[src/rtl/inst_queue_pkg.sv]
// Shared constants for the instruction queue between fetch and dual-issue decode.
package inst_queue_pkg;

    localparam int BPB_PACKET_WIDTH = 35;
    localparam int INST_QUEUE_DEPTH = 16;

    localparam logic RST_ENABLE        = 1'b1;
    localparam logic IN_DELAY_SLOT     = 1'b1;
    localparam logic NOT_IN_DELAY_SLOT = 1'b0;

    typedef enum logic {
        SINGLE_ISSUE = 1'b0,
        DUAL_ISSUE   = 1'b1
    } issue_mode_e;

endpackage

[src/rtl/iq_ram.sv]
// Entry storage for the instruction queue: two write ports, two asynchronous read ports.
module iq_ram
    import inst_queue_pkg::*;
#(
    parameter int DEPTH  = INST_QUEUE_DEPTH,
    parameter int PTR_W  = 4,
    parameter int DATA_W = 64 + BPB_PACKET_WIDTH,
    parameter int RD2_W  = 64
) (
    input  logic              clk,
    input  logic              we1,
    input  logic [PTR_W-1:0]  waddr1,
    input  logic [DATA_W-1:0] wdata1,
    input  logic              we2,
    input  logic [PTR_W-1:0]  waddr2,
    input  logic [DATA_W-1:0] wdata2,
    input  logic [PTR_W-1:0]  raddr1,
    output logic [DATA_W-1:0] rdata1,
    input  logic [PTR_W-1:0]  raddr2,
    output logic [RD2_W-1:0]  rdata2
);

    logic [DATA_W-1:0] mem [DEPTH];
    logic [DEPTH-1:0]  sel1;
    logic [DEPTH-1:0]  sel2;

    generate
        for (genvar gi = 0; gi < DEPTH; gi++) begin : g_sel
            assign sel1[gi] = we1 && (waddr1 == PTR_W'(gi));
            assign sel2[gi] = we2 && (waddr2 == PTR_W'(gi));
        end
    endgenerate

    always_ff @(posedge clk) begin
        for (int i = 0; i < DEPTH; i++) begin
            if (sel2[i]) begin
                mem[i] <= wdata2;
            end else if (sel1[i]) begin
                mem[i] <= wdata1;
            end
        end
    end

    // Port 2 only feeds the head+1 address/instruction, so the packet is not read out.
    assign rdata1 = mem[raddr1];
    assign rdata2 = mem[raddr2][DATA_W-1 -: RD2_W];

endmodule

[src/rtl/inst_queue.sv]
// Instruction queue: accepts up to two fetched instructions per cycle and
// presents the two oldest to decode, popping one or two per issue decision.
module inst_queue
    import inst_queue_pkg::*;
#(
    parameter int DEPTH = INST_QUEUE_DEPTH,
    parameter int PTR_W = 4,
    parameter int PKT_W = BPB_PACKET_WIDTH
) (
    input  logic             clk,
    input  logic             rst,
    input  logic             flush,
    input  logic             fetch_valid1,
    input  logic             fetch_valid2,
    input  logic [31:0]      fetch_addr1,
    input  logic [31:0]      fetch_addr2,
    input  logic [31:0]      fetch_inst1,
    input  logic [31:0]      fetch_inst2,
    input  logic [PKT_W-1:0] fetch_pkt1,
    input  logic [PKT_W-1:0] fetch_pkt2,
    output logic             queue_full,
    input  logic             issue_i,
    input  logic             issue_mode_i,
    input  logic             next_inst_in_delayslot_i,
    output logic             issue_en1,
    output logic [31:0]      inst_addr_o1,
    output logic [31:0]      inst_addr_o2,
    output logic [31:0]      inst_o1,
    output logic [31:0]      inst_o2,
    output logic [PKT_W-1:0] predict_pkt_o,
    output logic             is_in_delayslot_o
);

    localparam int ENTRY_W = 64 + PKT_W;

    logic [PTR_W-1:0]   head_reg;
    logic [PTR_W-1:0]   tail_reg;
    logic [PTR_W:0]     count_reg;
    logic               delayslot_reg;

    logic [PTR_W-1:0]   head_next;
    logic [PTR_W-1:0]   tail_next;
    logic [PTR_W:0]     count_next;
    logic [1:0]         push_n;
    logic [1:0]         pop_n;
    logic               clear;

    logic [ENTRY_W-1:0] rd_head;
    logic [63:0]        rd_second;

    assign clear = (rst == RST_ENABLE) || flush;

    // Full leaves room for a two-wide fetch; a same-cycle pop is not credited.
    assign queue_full = (count_reg >= (PTR_W+1)'(DEPTH - 1));

    always_comb begin
        push_n = 2'd0;
        if (!queue_full && fetch_valid1) begin
            push_n = fetch_valid2 ? 2'd2 : 2'd1;
        end
    end

    // A dual issue against a lone entry only consumes that entry; the NOP slot is synthetic.
    always_comb begin
        pop_n = 2'd0;
        if (issue_i && (count_reg != '0)) begin
            if ((issue_mode_i == DUAL_ISSUE) && (count_reg >= (PTR_W+1)'(2))) begin
                pop_n = 2'd2;
            end else begin
                pop_n = 2'd1;
            end
        end
    end

    assign head_next  = head_reg + PTR_W'(pop_n);
    assign tail_next  = tail_reg + PTR_W'(push_n);
    assign count_next = count_reg + (PTR_W+1)'(push_n) - (PTR_W+1)'(pop_n);

    always_ff @(posedge clk) begin
        if (clear) begin
            head_reg      <= '0;
            tail_reg      <= '0;
            count_reg     <= '0;
            delayslot_reg <= NOT_IN_DELAY_SLOT;
        end else begin
            head_reg  <= head_next;
            tail_reg  <= tail_next;
            count_reg <= count_next;
            // The flag follows the head: it only changes when the head moves.
            if (pop_n != 2'd0) begin
                delayslot_reg <= next_inst_in_delayslot_i;
            end
        end
    end

    iq_ram #(
        .DEPTH  (DEPTH),
        .PTR_W  (PTR_W),
        .DATA_W (ENTRY_W),
        .RD2_W  (64)
    ) u_ram (
        .clk    (clk),
        .we1    (!clear && (push_n != 2'd0)),
        .waddr1 (tail_reg),
        .wdata1 ({fetch_addr1, fetch_inst1, fetch_pkt1}),
        .we2    (!clear && (push_n == 2'd2)),
        .waddr2 (tail_reg + PTR_W'(1)),
        .wdata2 ({fetch_addr2, fetch_inst2, fetch_pkt2}),
        .raddr1 (head_reg),
        .rdata1 (rd_head),
        .raddr2 (head_reg + PTR_W'(1)),
        .rdata2 (rd_second)
    );

    always_comb begin
        issue_en1     = (count_reg != '0);
        inst_addr_o1  = '0;
        inst_o1       = '0;
        predict_pkt_o = '0;
        inst_addr_o2  = '0;
        inst_o2       = '0;
        if (count_reg != '0) begin
            inst_addr_o1  = rd_head[ENTRY_W-1 -: 32];
            inst_o1       = rd_head[ENTRY_W-33 -: 32];
            predict_pkt_o = rd_head[PKT_W-1:0];
        end
        if (count_reg >= (PTR_W+1)'(2)) begin
            inst_addr_o2 = rd_second[63:32];
            inst_o2      = rd_second[31:0];
        end
    end

    assign is_in_delayslot_o = delayslot_reg;

endmodule

[config.mk]
export PLATFORM = sky130hd
export DESIGN_NAME = inst_queue
export DESIGN_NICKNAME = d
export VERILOG_FILES = /design/src/rtl/inst_queue_pkg.sv /design/src/rtl/iq_ram.sv /design/src/rtl/inst_queue.sv
export SDC_FILE = /design/constraint.sdc
export NUM_CORES = 2
export LEC_CHECK = 0
export ABC_AREA = 0
export BUFFER_PORTS_ARGS = -buffer_cell sky130_fd_sc_hd__buf_2
export CAP_MARGIN = 40
export CORE_ASPECT_RATIO = 1.75
export CORE_MARGIN = 3
export CORE_UTILIZATION = 63
export CTS_CLUSTER_DIAMETER = 100
export DETAILED_ROUTE_END_ITERATION = 10
export GPL_TIMING_DRIVEN = 1
export PLACE_DENSITY = 0.92
export SETUP_SLACK_MARGIN = 0.02
export SYNTH_ARGS = -nofsm -noshare
export SYNTH_HDL_FRONTEND = slang
export SYNTH_SLANG_ARGS = --single-unit
[constraint.sdc]
create_clock -name clk -period 13.3 [get_ports clk]
set_clock_uncertainty 0.05 [all_clocks]
set_input_delay 1.33 -clock clk [delete_from_list [all_inputs] [get_ports clk]]
set_output_delay 1.33 -clock clk [all_outputs]
set_load 0.02 [all_outputs]
Word level (Yosys, flattened, before mapping)
Memories as Yosys holds them, arrays and structs flattened. A register that Yosys moved wholly into a read port is not among the register bits.
Index checks and enable logic that the tools add are counted.
- reduce and logical (&&, ||, !) cells: 59
- magnitude comparators: 2
- mux-type cells: 148
- bitwise logic cells: 16
- $add $sub $neg: 6
- eq/ne operators: 31
- operator list (kind ; count):
    $mux 99 ; 30
    $reduce_or 99->1 ; 14
    $mux 32 ; 4
    $mux 1 ; 94
    $eq 4x4->1 const B ; 16
    $mux 4 ; 15
    $logic_and 1x1->1 ; 37
    $mux 35 ; 1
    $eq 4x3->1 const B ; 8
    $eq 4x2->1 const B ; 4
    $or 1x1->1 ; 16
    $add 4x1->4 const B ; 2
    $add 4x2->4 ; 2
    $eq 4x1->1 const B ; 2
    $logic_not 4->1 ; 2
    $mux 2 ; 4
    $add 5x2->5 ; 1
    $ge 5x2->1 const B ; 1
    $ge 5x4->1 const B ; 1
    $reduce_bool 5->1 ; 1
    $sub 5x2->5 ; 1
    $reduce_bool 2->1 ; 2
    $eq 2x2->1 const B ; 1
    $logic_not 1->1 ; 2
    $logic_or 1x1->1 ; 1
- memory bits (writable): 1584
- memories kept: 1
- input bits: 206
- output and inout bits: 166
- logic and storage cells: 267
- bits in registers: 14
- memories (memory ; words ; bits a word ; rd ports ; clocked after Yosys merged registers in ; wr ports ; RTL line ; source):
    u_ram.mem ; 16 ; 99 ; 2 ; 1 ; 2 ; iq_ram.sv:23 ; logic [DATA_W-1:0] mem [DEPTH];

Logic depth before layout (Yosys ltp)
- word-level depth: 19
- mapped depth: 14
- gate-level depth less buffers: 13

Cells and area by module
From an unflattened synthesis, not the netlist that was laid out.
- cells, all modules: 5272
- area, all modules: 88513.6 µm²
- modules (own cells, without submodules) (module ; sequential area each (µm²) ; area an instance (µm²) ; cells an instance ; instances):
    iq_ram ; 47565.6 ; 86400.4 ; 4974 ; 1
    inst_queue ; 280.3 ; 2113.3 ; 298 ; 1

Worst setup path before layout
No wires, ideal clock.
- kind: input to register
- from: input flush
- to: memory u_ram.mem[5][0] in the netlist's numbering (enable)
- arrival time: 9.537 ns
- setup time: 0.693 ns
- stages: 6
- path buffers: 2
- required time: 12.557 ns
- setup slack: 3.019 ns
- cell sequence: or4b_1 a211oi_2 nand2_1 buf_2 buf_2 o21ai_0
- RTL lines (item ; RTL line ; source):
    start, declared ; inst_queue.sv:12 ; input logic flush,
    end, declared ; iq_ram.sv:23 ;

Worst setup path after layout
- from: register head_reg[2]
- to: output inst_addr_o2[31]
- word-level cells in the longest chain between the ends: 3
- RTL lines (item ; RTL line ; source):
    start, declared ; inst_queue.sv:36 ; logic [PTR_W-1:0] head_reg;
    start signal, assigned ; inst_queue.sv:86 ; head_reg <= head_next;
    $add 4x1->4 ; inst_queue.sv:111 ; .raddr2 (head_reg + PTR_W'(1)),
    $mem_v2 16x99 ; - ;
    $mux 32 ; inst_queue.sv:127 ; if (count_reg >= (PTR_W+1)'(2)) begin
    end, declared ; inst_queue.sv:27 ; output logic [31:0] inst_addr_o2,
No other way between the ends.

==> run metrics <==
status=finished clean; Period minus WS final=about 6.5 ns; CP Capture Type=output pin; Setup Buffers After CTS=0; Hold/Removal Path Class=reg -> reg; vias in the first global route=between 50000 and 60000; max-slew violation count=0; Final Hold Viols=0; Post-Syn Area=between 80000 and 90000 µm²; core area=between 100000 and 150000 µm²; Ys Warns=0; mean post-synth cell area=about 17 µm²; number of enable flip-flop cells after synthesis=roughly 1600; Rel. slew slack=30.10%; Largest register FFs=~1600; Setup crit start kind=register; synth top area cells=edfxtp_1 (54%), mux4_2 (15%), mux2_2 (12%), mux2_1 (8.3%), mux2i_1 (3.6%); DR WL met2=130800 µm; WHS=approximately 0.41 ns; share of cells above drive strength 1=42.45%; RSZ-0062 raised after global routing=false; 1st-pass router iterations=8; met1 wire length=around 87000 µm; Post-synth ARST share=0%; GRT overflow=0; H-tree depth=4; Syn Nets=~5500; Pleak=slightly above 30 nW; top layer in use=met5; final period utilization=about half; Setup TNS Final=0 ns; Max Fclk=roughly 150 MHz; area leader, netlist=edfxtp_1; RePlAce Congestion=approximately 0.82; height of the die=501.5 µm; Power Dens Cells=between 100 and 150 nW/µm²; Area Growth Syn to Fin=10.18%; Final Setup Violations=0; post-synthesis register bit count=between 1500 and 2000; starting density of the core=63.46%; Critical Path AT=between 5 and 6 ns; first-pass GRT wire length=~400000 µm; register area share after synthesis=54.14%; Mapped Cells=5265; Via density=7.816; clock sinks=around 1600; num rows=~180; Tightest Pin Transition=approximately 1.0 ns; WS Path Type=reg -> out; Root Buffer=clkbuf_16; initial antenna violation count=69; IO Pins=~370; # DRC=0; CTS tree=done; cts bufs inserted=between 100 and 150; peak supply drop=213.6 µV; Global Route Usage Sum=a little under two fifths; post-layout util=between 60% and 70%; Max-Cap Viols=0; CTS Hold Buffers Added=0; Post-DP HPWL=about 150000 µm; Final nets=~5600; IO buf count=371; largest net degree at the start of global routing=approximately 120; met3 routed WL=39460 µm; ys flop type=edfxtp_1; Antenna Nets Post-Route=0; Yosys cell types=43; Routed WL=around 270000 µm; area share of the largest cell type after synthesis=between 50 and 60%; fillcell total=a little over 8000; CTS clock-pin slew for the worst setup and hold paths=~0.07 ns; Bufs on Longest Clock Path=3; Worst Path Required=11.92 ns; full die area=approximately 140000 µm²; total power=14.04 mW; crit path max fanout=113; DR iter-0 viols=just under 9000; post-DR wirelength/cell=around 37 µm; Clk Latency, worst-skew pair=0.80 ns; Horiz. Die Dim=289.1 µm; CTS resizes=0; Via Count=between 50000 and 60000
final timing paths:
check / startpoint / endpoint / slack [ns] / depth (start not counted)
setup / recovery: head_reg[2] / inst_addr_o2[31] / 6.77 / 7
hold / removal: is_in_delayslot_o / is_in_delayslot_o / 0.41 / 2
setup reg to reg: count_reg[4] / u_ram.mem[6][51] / 8.22 / 8
hold reg to reg: is_in_delayslot_o / is_in_delayslot_o / 0.41 / 2
cell usage after synthesis, types with 4 or more instances:
cell type  number
edfxtp_1     1584
mux2_2        930
mux2_1        655
mux4_2        597
clkbuf_1      340
mux2i_1       318
buf_2         213
a22oi_1       110
o22ai_1        99
nand2_1        79
o211ai_1       67
buf_1          60
nand3_1        60
o21ai_0        27
inv_1          15
nor2_1         15
dfxtp_1        14
ha_1           14
nand2b_1       12
and2_1          7
a21oi_1         6
xnor2_1         5
xor2_1          4
routing by layer:
metal	global-route usage (%)	vias to the layer above
met5	0	-
met4	21.51	60
met3	11.74	1338
met2	59.39	5386
met1	46.46	28750
li1	-	21783
layout make-up:
type / instances / area (µm²) / area share (%)
diodes: 57 / 142.6 / 0.1465
well taps: 1830 / 2290 / 2.351
repair buffers: 542 / 4227 / 4.340
inverters: 16 / 60.06 / 0.06167
multi-input cells: 3037 / 38290 / 39.32
clock inverters: 74 / 720.7 / 0.7401
clock buffers: 179 / 3799 / 3.901
flip-flops and latches: 1598 / 47860 / 49.14
cells in the final DEF (no fill, tap or decap), types with 4 or more instances in the layout:
cell type and instances:
nand2_1 61, inv_6 4, nand2b_1 10, o211ai_1 67
diode_2 57, ha_1 13, clkbuf_1 32, o21ai_4 16
inv_1 15, buf_16 47, o22ai_1 99, clkinv_1 30
clkinv_2 19, clkinv_8 4, a21oi_1 6, and2_1 6
nand2_4 18, mux2_2 930, o21ai_0 11, nand3_1 60
nor2_1 13, mux2i_1 318, mux2_1 655, xnor2_1 5
buf_2 373, mux4_2 597, buf_12 12, buf_4 110
clkbuf_16 147, bufinv_16 8, dfxtp_1 11, a22oi_1 110
edfxtp_1 1584
where the power goes:
group | switching (mW) | internal (mW) | leakage (nW) | total, mW
registers | 0.0372 | 5.58 | 14.4 | 5.62
logic | 2.66 | 1.64 | 14.5 | 4.30
clock network | 1.92 | 2.20 | 2.19 | 4.13
total | 4.62 | 9.42 | 31.1 | 14.0
worst max-delay path, stage by stage (launching register included):
cell and delay (ns):
dfxtp_4 0.61, buf_12 0.76, xor2_4 0.28, buf_4 0.77
buf_4 0.86, mux2i_1 0.20, o22ai_1 0.52, buf_2 0.27
cells by family (layout without fill, tap and decap cells):
group | Yosys count | in the layout | share of synthesized area [%]
AOI/OAI and AO/OA | 320 | 320 | 2.500
xor gates and xnor gates | 9 | 9 | 0.08918
adders and majority gates | 16 | 16 | 0.2435
buffers and inverters | 630 | 811 | 2.981
DFF | 1598 | 1598 | 54.14
muxes | 2500 | 2500 | 39.01
other | 0 | 57 | 0
and+or+nand+nor | 192 | 192 | 1.041
per-stage QoR:
stage,std cells,worst slack [ns],area (µm²)
floorplan,5265,3.019,88380
global placement,6964,7.030,91220
detailed placement,7023,7.484,92720
CTS,7276,6.788,97240
global route,7289,6.506,97270
finish,7333,6.766,97380
No activity file was read; power rests on OpenSTA's default activity.
